--- config.mk ---
export PLATFORM = sky130hd
export DESIGN_NAME = uart_tx_rx
export DESIGN_NICKNAME = d
export VERILOG_FILES = /design/src/rtl/uart_tx_rx.sv
export SDC_FILE = /design/constraint.sdc
export NUM_CORES = 1
export LEC_CHECK = 0
export ABC_AREA = 1
export BUFFER_PORTS_ARGS = -buffer_cell sky130_fd_sc_hd__buf_2
export CAP_MARGIN = 5
export CORE_MARGIN = 2
export CORE_UTILIZATION = 62
export CTS_BUF_LIST = sky130_fd_sc_hd__clkbuf_2
export DETAILED_ROUTE_END_ITERATION = 7
export GPL_ROUTABILITY_DRIVEN = 0
export PLACE_DENSITY = 0.86
export SYNTH_ARGS = -nofsm -noshare
export SYNTH_HDL_FRONTEND = slang
export SYNTH_SLANG_ARGS = --single-unit
--- constraint.sdc ---
create_clock -name clk -period 1.9 [get_ports clk]
set_input_delay 0.095 -clock clk [delete_from_list [all_inputs] [get_ports clk]]
set_output_delay 0.095 -clock clk [all_outputs]
set_load 0.1 [all_outputs]
--- src/rtl/uart_tx_rx.sv ---
// 8N1 UART transmitter and receiver sharing one clock. Tx outputs lag the accepted request by one cycle.
// No backpressure: i_TX_DV is dropped unless Tx is idle; o_RX_DV is a one-cycle pulse that cannot be stalled.
module uart_tx_rx #(
    parameter int FPGA_clk_freq = 50000000,
    parameter int baudrate      = 115200
) (
    input  logic       clk,
    input  logic       rst_n,
    input  logic       i_TX_DV,
    input  logic [7:0] i_TX_Byte,
    output logic       o_TX_Active,
    output logic       o_TX_Serial,
    output logic       o_TX_Done,
    input  logic       i_RX_Serial,
    output logic       o_RX_DV,
    output logic [7:0] o_RX_Byte
);

    localparam int CLKS_PER_BIT = FPGA_clk_freq / baudrate;
    localparam int CNT_W        = (CLKS_PER_BIT > 1) ? $clog2(CLKS_PER_BIT) : 1;
    localparam logic [CNT_W-1:0] BIT_END  = CNT_W'(CLKS_PER_BIT - 1);
    localparam logic [CNT_W-1:0] HALF_END = CNT_W'((CLKS_PER_BIT - 1) / 2);
    localparam logic [CNT_W-1:0] CNT_ONE  = CNT_W'(1);

    typedef enum logic [2:0] {
        S_IDLE,
        S_START,
        S_DATA,
        S_STOP,
        S_CLEANUP
    } state_t;

    // ------------------------------------------------------------------ Tx
    state_t           tx_state, tx_state_nxt;
    logic [CNT_W-1:0] tx_cnt, tx_cnt_nxt;
    logic [2:0]       tx_idx, tx_idx_nxt;
    logic [7:0]       tx_byte, tx_byte_nxt;
    logic             tx_serial_nxt, tx_active_nxt, tx_done_nxt;

    always_ff @(posedge clk or negedge rst_n) begin
        if (!rst_n) begin
            tx_state    <= S_IDLE;
            tx_cnt      <= '0;
            tx_idx      <= '0;
            tx_byte     <= '0;
            o_TX_Serial <= 1'b1;
            o_TX_Active <= 1'b0;
            o_TX_Done   <= 1'b0;
        end else begin
            tx_state    <= tx_state_nxt;
            tx_cnt      <= tx_cnt_nxt;
            tx_idx      <= tx_idx_nxt;
            tx_byte     <= tx_byte_nxt;
            o_TX_Serial <= tx_serial_nxt;
            o_TX_Active <= tx_active_nxt;
            o_TX_Done   <= tx_done_nxt;
        end
    end

    // Line outputs are registered copies of the current state's drive, so the
    // whole frame appears one cycle after the state machine enters it.
    always_comb begin
        tx_state_nxt  = tx_state;
        tx_cnt_nxt    = tx_cnt;
        tx_idx_nxt    = tx_idx;
        tx_byte_nxt   = tx_byte;
        tx_serial_nxt = 1'b1;
        tx_active_nxt = 1'b0;
        tx_done_nxt   = 1'b0;
        unique case (tx_state)
            S_IDLE: begin
                tx_cnt_nxt = '0;
                tx_idx_nxt = '0;
                if (i_TX_DV) begin
                    tx_byte_nxt  = i_TX_Byte;
                    tx_state_nxt = S_START;
                end
            end
            S_START: begin
                tx_serial_nxt = 1'b0;
                tx_active_nxt = 1'b1;
                if (tx_cnt == BIT_END) begin
                    tx_cnt_nxt   = '0;
                    tx_state_nxt = S_DATA;
                end else begin
                    tx_cnt_nxt = tx_cnt + CNT_ONE;
                end
            end
            S_DATA: begin
                tx_serial_nxt = tx_byte[tx_idx];
                tx_active_nxt = 1'b1;
                if (tx_cnt == BIT_END) begin
                    tx_cnt_nxt = '0;
                    if (tx_idx == 3'd7) begin
                        tx_idx_nxt   = '0;
                        tx_state_nxt = S_STOP;
                    end else begin
                        tx_idx_nxt = tx_idx + 3'd1;
                    end
                end else begin
                    tx_cnt_nxt = tx_cnt + CNT_ONE;
                end
            end
            S_STOP: begin
                tx_active_nxt = 1'b1;
                if (tx_cnt == BIT_END) begin
                    tx_cnt_nxt   = '0;
                    tx_state_nxt = S_CLEANUP;
                end else begin
                    tx_cnt_nxt = tx_cnt + CNT_ONE;
                end
            end
            S_CLEANUP: begin
                tx_done_nxt  = 1'b1;
                tx_state_nxt = S_IDLE;
            end
            default: tx_state_nxt = S_IDLE;
        endcase
    end

    // ------------------------------------------------------------------ Rx
    logic             rx_meta, rx_sync;
    state_t           rx_state, rx_state_nxt;
    logic [CNT_W-1:0] rx_cnt, rx_cnt_nxt;
    logic [2:0]       rx_idx, rx_idx_nxt;
    logic [7:0]       rx_shift, rx_shift_nxt;
    logic [7:0]       rx_byte_nxt;
    logic             rx_dv_nxt;

    always_ff @(posedge clk or negedge rst_n) begin
        if (!rst_n) begin
            rx_meta   <= 1'b1;
            rx_sync   <= 1'b1;
            rx_state  <= S_IDLE;
            rx_cnt    <= '0;
            rx_idx    <= '0;
            rx_shift  <= '0;
            o_RX_DV   <= 1'b0;
            o_RX_Byte <= 8'h00;
        end else begin
            rx_meta   <= i_RX_Serial;
            rx_sync   <= rx_meta;
            rx_state  <= rx_state_nxt;
            rx_cnt    <= rx_cnt_nxt;
            rx_idx    <= rx_idx_nxt;
            rx_shift  <= rx_shift_nxt;
            o_RX_DV   <= rx_dv_nxt;
            o_RX_Byte <= rx_byte_nxt;
        end
    end

    // Start bit is re-checked at its midpoint; every later sample is a full
    // bit period apart so it lands mid-bit as well.
    always_comb begin
        rx_state_nxt = rx_state;
        rx_cnt_nxt   = rx_cnt;
        rx_idx_nxt   = rx_idx;
        rx_shift_nxt = rx_shift;
        rx_byte_nxt  = o_RX_Byte;
        rx_dv_nxt    = 1'b0;
        unique case (rx_state)
            S_IDLE: begin
                rx_cnt_nxt = '0;
                rx_idx_nxt = '0;
                if (!rx_sync) rx_state_nxt = S_START;
            end
            S_START: begin
                if (rx_cnt == HALF_END) begin
                    rx_cnt_nxt   = '0;
                    rx_state_nxt = rx_sync ? S_IDLE : S_DATA;
                end else begin
                    rx_cnt_nxt = rx_cnt + CNT_ONE;
                end
            end
            S_DATA: begin
                if (rx_cnt == BIT_END) begin
                    rx_cnt_nxt           = '0;
                    rx_shift_nxt[rx_idx] = rx_sync;
                    if (rx_idx == 3'd7) begin
                        rx_idx_nxt   = '0;
                        rx_state_nxt = S_STOP;
                    end else begin
                        rx_idx_nxt = rx_idx + 3'd1;
                    end
                end else begin
                    rx_cnt_nxt = rx_cnt + CNT_ONE;
                end
            end
            S_STOP: begin
                if (rx_cnt == BIT_END) begin
                    rx_cnt_nxt   = '0;
                    rx_state_nxt = S_CLEANUP;
                    if (rx_sync) begin
                        rx_byte_nxt = rx_shift;
                        rx_dv_nxt   = 1'b1;
                    end
                end else begin
                    rx_cnt_nxt = rx_cnt + CNT_ONE;
                end
            end
            S_CLEANUP: begin
                // After a framing error the line may still be low; hold here
                // so that the bad stop bit is not mistaken for a new start.
                if (rx_sync) rx_state_nxt = S_IDLE;
            end
            default: rx_state_nxt = S_IDLE;
        endcase
    end

endmodule

# Word level (Yosys, flattened, before mapping)
# Index checks and enable logic that the tools add are counted.
[word_totals] reg_bits=60 latchBits=0 ramBits=0 mem_bits_ro=0 out_inout_bits=12 wordCells=98 n_memories=0
[classes] addsub=4 multipliers=0 div=0 n_lt_le_gt_ge=3 eq_ne=24 n_shift=0 muxes=36 bitwise_logic=0 reduce_logical=16
[op_table] op="3-bit 2-to-1 mux" n=15
[op_table] op="9-bit 2-to-1 mux" n=3
[op_table] op="9-bit one-hot mux with 3 select lines" n=1
[op_table] op="2-bit inequality test, second input constant" n=11
[op_table] op="9-bit by 1-bit adder with 9-bit output, second input constant" n=2
[op_table] op="9-bit equality test, second input constant" n=2
[op_table] op="9-bit one-hot mux with 2 select lines" n=1
[op_table] op="3-bit one-hot mux with 5 select lines" n=1
[op_table] op="3-bit by 2-bit equality test with 1-bit output, second input constant" n=4
[op_table] op="3-bit equality test, second input constant" n=4
[op_table] op="3-bit one-hot mux with 2 select lines" n=2
[op_table] op="3-bit one-hot mux with 4 select lines" n=1
[op_table] op="9-bit by 8-bit equality test with 1-bit output, second input constant" n=1
[op_table] op="8-bit bitwise mux" n=1
[op_table] op="3-bit by 4-bit less-than comparator with 1-bit output, second input constant" n=2
[op_table] op="2-bit AND reduction" n=4
[op_table] op="1-bit 2-to-1 mux" n=7
[op_table] op="3-bit by 1-bit adder with 3-bit output, second input constant" n=2
[op_table] op="3-bit by 1-bit equality test with 1-bit output, second input constant" n=2
[op_table] op="3-bit zero test" n=2
[op_table] op="6-bit AND reduction" n=1
[op_table] op="2-bit nonzero test" n=3
[op_table] op="5-bit AND reduction" n=1
[op_table] op="1-bit binary-select mux with 3-bit select" n=1
[op_table] op="other kinds (9)" n=9

# Longest topological paths before layout
# Gate-level depths: netlist of run 1.
[logic_depth] ltp_word=5 ltp_mapped=10 mapped_depth_nobuf=9

# Worst setup path after synthesis of run 1
# No wires, ideal clock.
[synth_path] path_type="register -> register" start="register rx_cnt[1]" end="register o_RX_Byte[0]" setup_time_ps=122 t_arrival_ps=1322 setup_slack_ps=456 path_stages_with_launch=8 synth_period_minus_slack_ps=1444 path_cell_list="dfrtp_1 -> inv_1 -> ha_1 -> nand3_1 -> nor2_8 -> nand4_2 -> nand2_1 -> nand2_1"
[synth_via] elab_chain_cells=2
[synth_lines] element="start: declaration" line_no="124" source="logic [CNT_W-1:0] rx_cnt, rx_cnt_nxt;"
[synth_lines] element="start signal: assignment" line_no="144" source="rx_cnt <= rx_cnt_nxt;"
[synth_lines] element="9-bit equality test" line_no="190" source="if (rx_cnt == BIT_END) begin"
[synth_lines] element="3-bit AND reduction (no line)"
[synth_lines] element="end signal: assignment" line_no="148" source="o_RX_Byte <= rx_byte_nxt;"
[synth_lines] element="end: declaration" line_no="16" source="output logic [7:0] o_RX_Byte"
# No other way between the ends.
# A chain may end at the register's enable or synchronous reset.

# Worst setup path in the final report of run 1
[layout_path] start="register tx_state[2]" end="register tx_byte[1]"
[layout_via] elab_chain_cells=2
[layout_lines] element="start: declaration" line_no="34" source="state_t tx_state, tx_state_nxt;"
[layout_lines] element="start signal: assignment" line_no="50" source="tx_state <= tx_state_nxt;"
[layout_lines] element="3-bit zero test" line_no="70" source="unique case (tx_state)"
[layout_lines] element="2-bit AND reduction (no line)"
[layout_lines] element="end signal: assignment" line_no="53" source="tx_byte <= tx_byte_nxt;"
[layout_lines] element="end: declaration" line_no="37" source="logic [7:0] tx_byte, tx_byte_nxt;"
# No other way between the ends.

==> out/metrics.cfg, run 1 <==
[run_status]
outcome=finished clean

[final_layout]
n_antenna_cell=0
fill_cells=354
drive_gt1_share_pct=14.2
synthToLayoutAreaGrowth_pct=17.1
post-route-util_pct=74.3
seqCellArea_mm2=0.00151
nNetsFinal=488
multiInputGateArea_mm2=0.00148

[detailed_routing]
wl_mm=7.11
first_pass_iters=5
vias=2934
routedWlPerCell_um=13.1
remaining_drc_errors=0
via_per_inst=5.41
dr.first_iter.drc_count=273
ant_nets=0

[logic_synthesis]
syn_area_per_cell_um2=7.66
synth_simple_gate_area_share_pct=38.3
synth_warnings=0
yosys.area_share.adder_pct=3.52
synth_top_family_by_area=simple AND/OR/NAND/NOR gates
ys_ff_latch=60
synth_largest_area_cell=dfrtp_1
netlist.area_leader.share_pct=44.5
synth_cells=418
ys_seq_area_share_pct=47.0
netlist_area_mm2=0.00320
netlist_top_cells_area=dfrtp_1 45%, nand2_1 16%, nand3_1 8.0%, nor2_1 5.7%, inv_1 5.0%
synth_compound_area_share_pct=2.70
muxShareOfSynthArea_pct=0
synth_xor_area_share_pct=1.64
syn-num-nets=439
ys_types=29

[placed_design]
place_ws_ns=0.264
io_buffers=23
hpwlAfterDp_mm=4.66

[cts]
clock_sinks=60
clk-insertion-delay-late_ns=0.51
clkTransAtPathRegs_ns=0.20
cts_tree=done
cts_made_buffers=9
cts-htree-levels=3
cts_root_buffer=clkbuf_2
cts_max_path_buffers=2

[power]
clockPowerShare_pct=29.3
power.switching_uw=1350
power.share.sequential_pct=43.1
ir_drop_mv=1.24
p_sw_share_pct=36.7
combPwrFrac_pct=27.6
powerDensity_mw_per_mm2=978
power.leakage_uw=0.00206
intPower_uw=2320

[critical_path]
crit_path_start_kind=flop
required_ns=2.37
critPathMaxFanout=7
critPathKind=flop to flop
cp.arrival_ns=2.19
end_kind=flop
r2r_cells=7

[floorplanning]
row_count=26
die_h_um=75.9
initial_utilization_pct=63.5
coreArea_mm2=0.00504
ioPinCount=24
dieArea_mm2=0.00575
die_w_um=75.9

[grt]
antenna_found_initial=0
grt.overflow.total=0
grt_pass1_vias=2689
grt_max_degree=41
grt_usage_pct=26.8
grt_pass1_wl_mm=11.6

[sta]
worst_clock_skew_ns=0.0306
setup_violations=0
relSlewSlack_pct=66.8
finalHoldViolations=0
worstMarginPinSlew_ns=0.501
setup_tns_ns=0
setup_slack_ns=0.174
period_share_pct=90.8
period_needed_ns=1.73
fmax_mhz=579
maxSlewViolCount=0
rsz0062_at_grt=false

[hold_path]
hp-class=input port to flop
hold_depth=3

[job]
maxCapViolations=0

[synth_stat cells (all sizes together)]
library cell    n
o22ai           1
xor2            5
o21ai          13
nor3            2
dfrtp          57
inv            47
dfstp           3
buf             5
ha              9
nand2         146
nand4          17
nand3          52
a21oi           3
nor2           53
xnor2           1
nand3b          2
clkbuf          2
[worst max-delay path, cell delays in order, from the launching register on]
cell and delay [ns]:
dfrtp_2 0.45, inv_2 0.12, nand2_2 0.10, nor2_4 0.13
buf_4 0.17, nand3_1 0.07, dlygate4sd3_1 0.58, nand2_1 0.09
[repair_timing]
action	in CTS	in global routing
hold endpoints to repair	66	0
hold buffers	17	0
endpoints found under the setup margin	0	7
setup buffers	0	1
gates resized for setup	0	2
[stage by stage]
stage / hold slack [ns] / instances / cell area (µm²) / power (µW)
detailed placement: 0.0811 / 508 / 3400 / 2490
floorplan: -0.201 / 418 / 3200 / 2260
global placement: 0.0756 / 508 / 3400 / 2450
global route: 0.0346 / 542 / 3750 / 3850
finish: 0.0128 / 542 / 3750 / 3670
CTS: 0.00923 / 541 / 3730 / 3590
[area by class of cell]
class,instances,share of cell area [%]
Sequential cell,60,40.2
Tap cell,70,2.34
Clock inverter,7,3.07
Multi-Input combinational cell,304,39.6
Inverter,47,4.71
Clock buffer,9,1.20
Timing Repair Buffer,45,8.95
[metal layers]
layer	GRT usage, %	up-vias	wire, µm
li1	-	1421	-
met1	33.4	1363	3050
met2	45.4	127	3530
met3	5.03	23	368
met4	11.7	0	152
met5	0	-	0
[layout by cell type, fill, tap and decap left out]
cell | synthesis | final
nand2_1 | 137 | 137
dfrtp_1 | 57 | 56
nand3_1 | 51 | 51
nor2_1 | 49 | 49
inv_1 | 43 | 43
buf_2 | 1 | 23
dlygate4sd3_1 | 0 | 17
nand4_1 | 16 | 16
o21ai_0 | 11 | 11
ha_1 | 9 | 9
clkbuf_2 | 0 | 9
nand2_2 | 8 | 8
xor2_1 | 5 | 5
inv_2 | 4 | 4
buf_4 | 2 | 4
a21oi_1 | 3 | 3
bufinv_16 | 0 | 3
dfstp_2 | 3 | 3
nand3b_1 | 2 | 2
nor2_8 | 2 | 2
o21ai_1 | 2 | 2
nor3_4 | 1 | 1
nor2_2 | 2 | 1
nand2_4 | 1 | 1
nor2_4 | 0 | 1
nand4_2 | 1 | 1
nor3_1 | 1 | 1
xnor2_1 | 1 | 1
o22ai_1 | 1 | 1
nand3_2 | 1 | 1
clkinv_1 | 0 | 1
clkinvlp_4 | 0 | 1
clkinv_4 | 0 | 1
clkinv_2 | 0 | 1
buf_12 | 0 | 1
dfrtp_2 | 0 | 1
[worst paths after layout]
check,from,end,slack (ns)
setup / recovery,tx_state[2],tx_byte[1],0.17
hold reg to reg,rx_meta,rx_sync,0.37
max in group asynchronous,rst_n,o_TX_Serial,1.20
setup reg to reg,tx_state[2],tx_byte[1],0.17
min in group asynchronous,rst_n,o_RX_Byte[6],0.04
hold / removal,i_TX_DV,tx_byte[7],0.01
[power by group through the flow]
stage | registers [µW] | logic (µW) | clock network, µW
after floorplan | 1740 | 519 | 0
after global placement | 1590 | 859 | 0
after detailed placement | 1600 | 888 | 0
after CTS | 1570 | 946 | 1070
after global routing | 1600 | 1120 | 1130
final | 1580 | 1010 | 1070
[kinds of logic after synthesis]
| kind of cell | after synthesis |
|---|---|
| flops | 60 |
| xor+xnor | 6 |
| buf+inv | 54 |
| compound gates | 17 |
| fa+ha+maj | 9 |
| simple gates | 272 |
[state kept, by name, summed over array words and instances (netlist names), 3 cells and up]
signal and count:
rx_shift 8, rx_state 3, tx_cnt 9, tx_byte 8, o_RX_Byte 8, tx_idx 3
tx_state 3, rx_idx 3, rx_cnt 9
(Power assumes the default switching activity.)
==> run 2: changes to the inputs <==
--- a/config.mk
+++ b/config.mk
@@ -8,7 +8,6 @@
 export ABC_AREA = 1
 export BUFFER_PORTS_ARGS = -buffer_cell sky130_fd_sc_hd__buf_2
 export CAP_MARGIN = 5
-export CORE_MARGIN = 2
 export CORE_UTILIZATION = 62
 export CTS_BUF_LIST = sky130_fd_sc_hd__clkbuf_2
 export DETAILED_ROUTE_END_ITERATION = 7
==> run 2 against run 1 <==
Effect of this change:
- final cell count fell by 0.37%
- worst setup slack got worse by 0.083 ns
- count of clock-buffer cells in the layout did not move
- total power rose by 2.0%
- wire length fell by 2.3%
- critical endpoint is now tx_byte[4]
- highest routed layer unchanged
==> out/metrics.cfg, run 2 (synthesis results as in run 1) <==
[final_layout]
top_regs=rx_cnt (9), tx_cnt (9)  ; unchanged
fill_cells=334  ; was 354
nNetsFinal=489  ; was 488
seqCellArea_mm2=0.00151  ; unchanged
multiInputGateArea_mm2=0.00149  ; was 0.00148 mm²
drive_gt1_share_pct=14.4  ; was 14.2%
synthToLayoutAreaGrowth_pct=17.7  ; was 17.1%
n_antenna_cell=0  ; unchanged
final_cell_mix=137 x nand2_1, 56 x dfrtp_1, 51 x nand3_1  ; unchanged
final_common_cell=nand2_1  ; unchanged
post-route-util_pct=77.7  ; was 74.3%
finalInstanceArea_mm2=0.00377  ; was 0.00375 mm²

[critical_path]
cp_num_buf_inv=3  ; unchanged
end_kind=flop  ; unchanged
critical_path.max_stage_delay_ns=0.57  ; was 0.58 ns
critPathKind=flop to flop  ; unchanged
critPathMaxFanout=7  ; unchanged
r2r_slack_ns=0.09  ; was 0.17 ns
path_cells=inv_2, nand2_2, nor2_4, buf_4, nand3_1, dlygate4sd3_1, nand2_1  ; unchanged
r2r_cells=7  ; unchanged
crit_path_start_kind=flop  ; unchanged
cp.arrival_ns=2.28  ; was 2.19 ns
required_ns=2.37  ; about the same
critPathTopFamily=buffers and inverters  ; unchanged
cp_slowest_cell=dlygate4sd3_1  ; unchanged
cp.depth=7  ; unchanged

[sta]
setup_slack_ns=0.0905  ; was 0.174 ns
finalHoldViolations=0  ; unchanged
period_share_pct=95.2  ; was 90.8%
period_needed_ns=1.81  ; was 1.73 ns
rsz0062_at_grt=false  ; unchanged
worst_clock_skew_ns=0.0245  ; was 0.0306 ns
setup_violations=0  ; unchanged
whs_ns=0.0162  ; was 0.0128 ns
maxSlewViolCount=0  ; unchanged
worstMarginPinSlew_ns=0.596  ; was 0.501 ns
relSlewSlack_pct=60.3  ; was 66.8%
fmax_mhz=553  ; was 579 MHz
setup_tns_ns=0  ; unchanged

[cts]
clock_sinks=60  ; unchanged
clk-insertion-delay-late_ns=0.54  ; was 0.51 ns
cts_max_path_buffers=2  ; unchanged
cts_made_buffers=9  ; unchanged
cts_tree=done  ; unchanged
clkTransAtPathRegs_ns=0.18  ; was 0.20 ns
cts-htree-levels=3  ; unchanged
cts_root_buffer=clkbuf_2  ; unchanged

[detailed_routing]
routed.top_layer=met4  ; unchanged
via_per_inst=5.37  ; was 5.41
dr.first_iter.drc_count=172  ; was 273
remaining_drc_errors=0  ; unchanged
routedWlPerCell_um=12.9  ; was 13.1 µm
wl_met3_um=356  ; was 368 µm
route.met2.wl_mm=3.49  ; was 3.53 mm
wl_met1_mm=2.95  ; was 3.05 mm
wl_mm=6.94  ; was 7.11 mm
vias=2901  ; was 2934
ant_nets=0  ; unchanged
first_pass_iters=4  ; was 5

[grt]
grt_pass1_vias=2723  ; was 2689
grt_max_degree=27  ; was 41
grt_pass1_wl_mm=11.6  ; unchanged
grt.overflow.total=0  ; unchanged
antenna_found_initial=0  ; unchanged
grt_usage_pct=28.7  ; was 26.8%

[hold_path]
hold_depth=4  ; was 3
hp-class=input port to flop  ; unchanged

[placed_design]
hpwlAfterDp_mm=4.47  ; was 4.66 mm
io_buffers=23  ; unchanged
place_ws_ns=0.243  ; was 0.264 ns
post_dp_cell_area_mm2=0.00340  ; about the same

[floorplanning]
dieArea_mm2=0.00546  ; was 0.00575 mm²
die_h_um=73.9  ; was 75.9 µm
ioPinCount=24  ; unchanged
coreArea_mm2=0.00485  ; was 0.00504 mm²
initial_utilization_pct=66.0  ; was 63.5%
die_w_um=73.9  ; was 75.9 µm
row_count=25  ; was 26

[power]
power.leakage_uw=0.00207  ; was 0.00206 µW
powerDensity_mw_per_mm2=992  ; was 978 mW/mm²
ir_drop_mv=1.20  ; was 1.24 mV

[job]
maxCapViolations=0  ; unchanged

[run_status]
outcome=finished clean  ; unchanged

-- run 2: cell count changes in the layout (fill, tap and decap cells not counted) --
cell,previous run,this run
inv_6,0,1
nand2_4,1,2
clkinv_2,1,0
nand2_2,8,7
dlygate4sd3_1,17,18
clkinv_4,1,2
clkinv_1,1,0
-- run 2: where the power goes --
part | internal (µW) | leakage [µW] | switching (µW)
clock network | 576 | 0.0000927 | 533
logic | 322 | 0.00119 | 719
registers | 1450 | 0.000787 | 136
total | 2350 | 0.00207 | 1390
-- run 2: final cells by class --
cell class                      instances  share of cell area [%]
Multi-Input combinational cell        304                    39.5
Tap cell                               67                    2.22
Clock buffer                            9                    1.20
Clock inverter                          7                    3.29
Sequential cell                        60                    40.0
Inverter                               47                    4.68
Timing Repair Buffer                   46                    9.16
-- run 2: stage by stage --
step / power [µW] / instances
after CTS: 3640 / 539
after floorplan: 2260 / 418
after global placement: 2460 / 505
final: 3740 / 540
after global routing: 3920 / 540
after detailed placement: 2490 / 505
-- run 2: timing repair --
item / in CTS / in global routing
hold buffers: 18 / 0
setup endpoints to repair: 0 / 8
hold endpoints to repair: 58 / 0
setup buffers: 0 / 1
gates resized for setup: 0 / 3
-- run 2: tightest hold or removal path, stage by stage --
cell and delay, ns:
buf_2 0.17, nand2_4 0.14, nand2_1 0.06, nand2_1 0.05
-- run 2: path summary, 6_finish.rpt --
kind,to,start
hold / removal,tx_byte[6],i_TX_DV
setup reg to reg,tx_byte[4],tx_state[2]
setup / recovery,tx_byte[4],tx_state[2]
max in group asynchronous,rx_meta,rst_n
hold reg to reg,rx_sync,rx_meta
min in group asynchronous,rx_state[2],rst_n
-- run 2: metal layers --
metal  vias to the layer above  GRT usage (%)
met2                        96           49.6
met1                      1352           34.3
met5                         -              0
met3                        15           5.21
li1                       1438              -
met4                         0           14.1
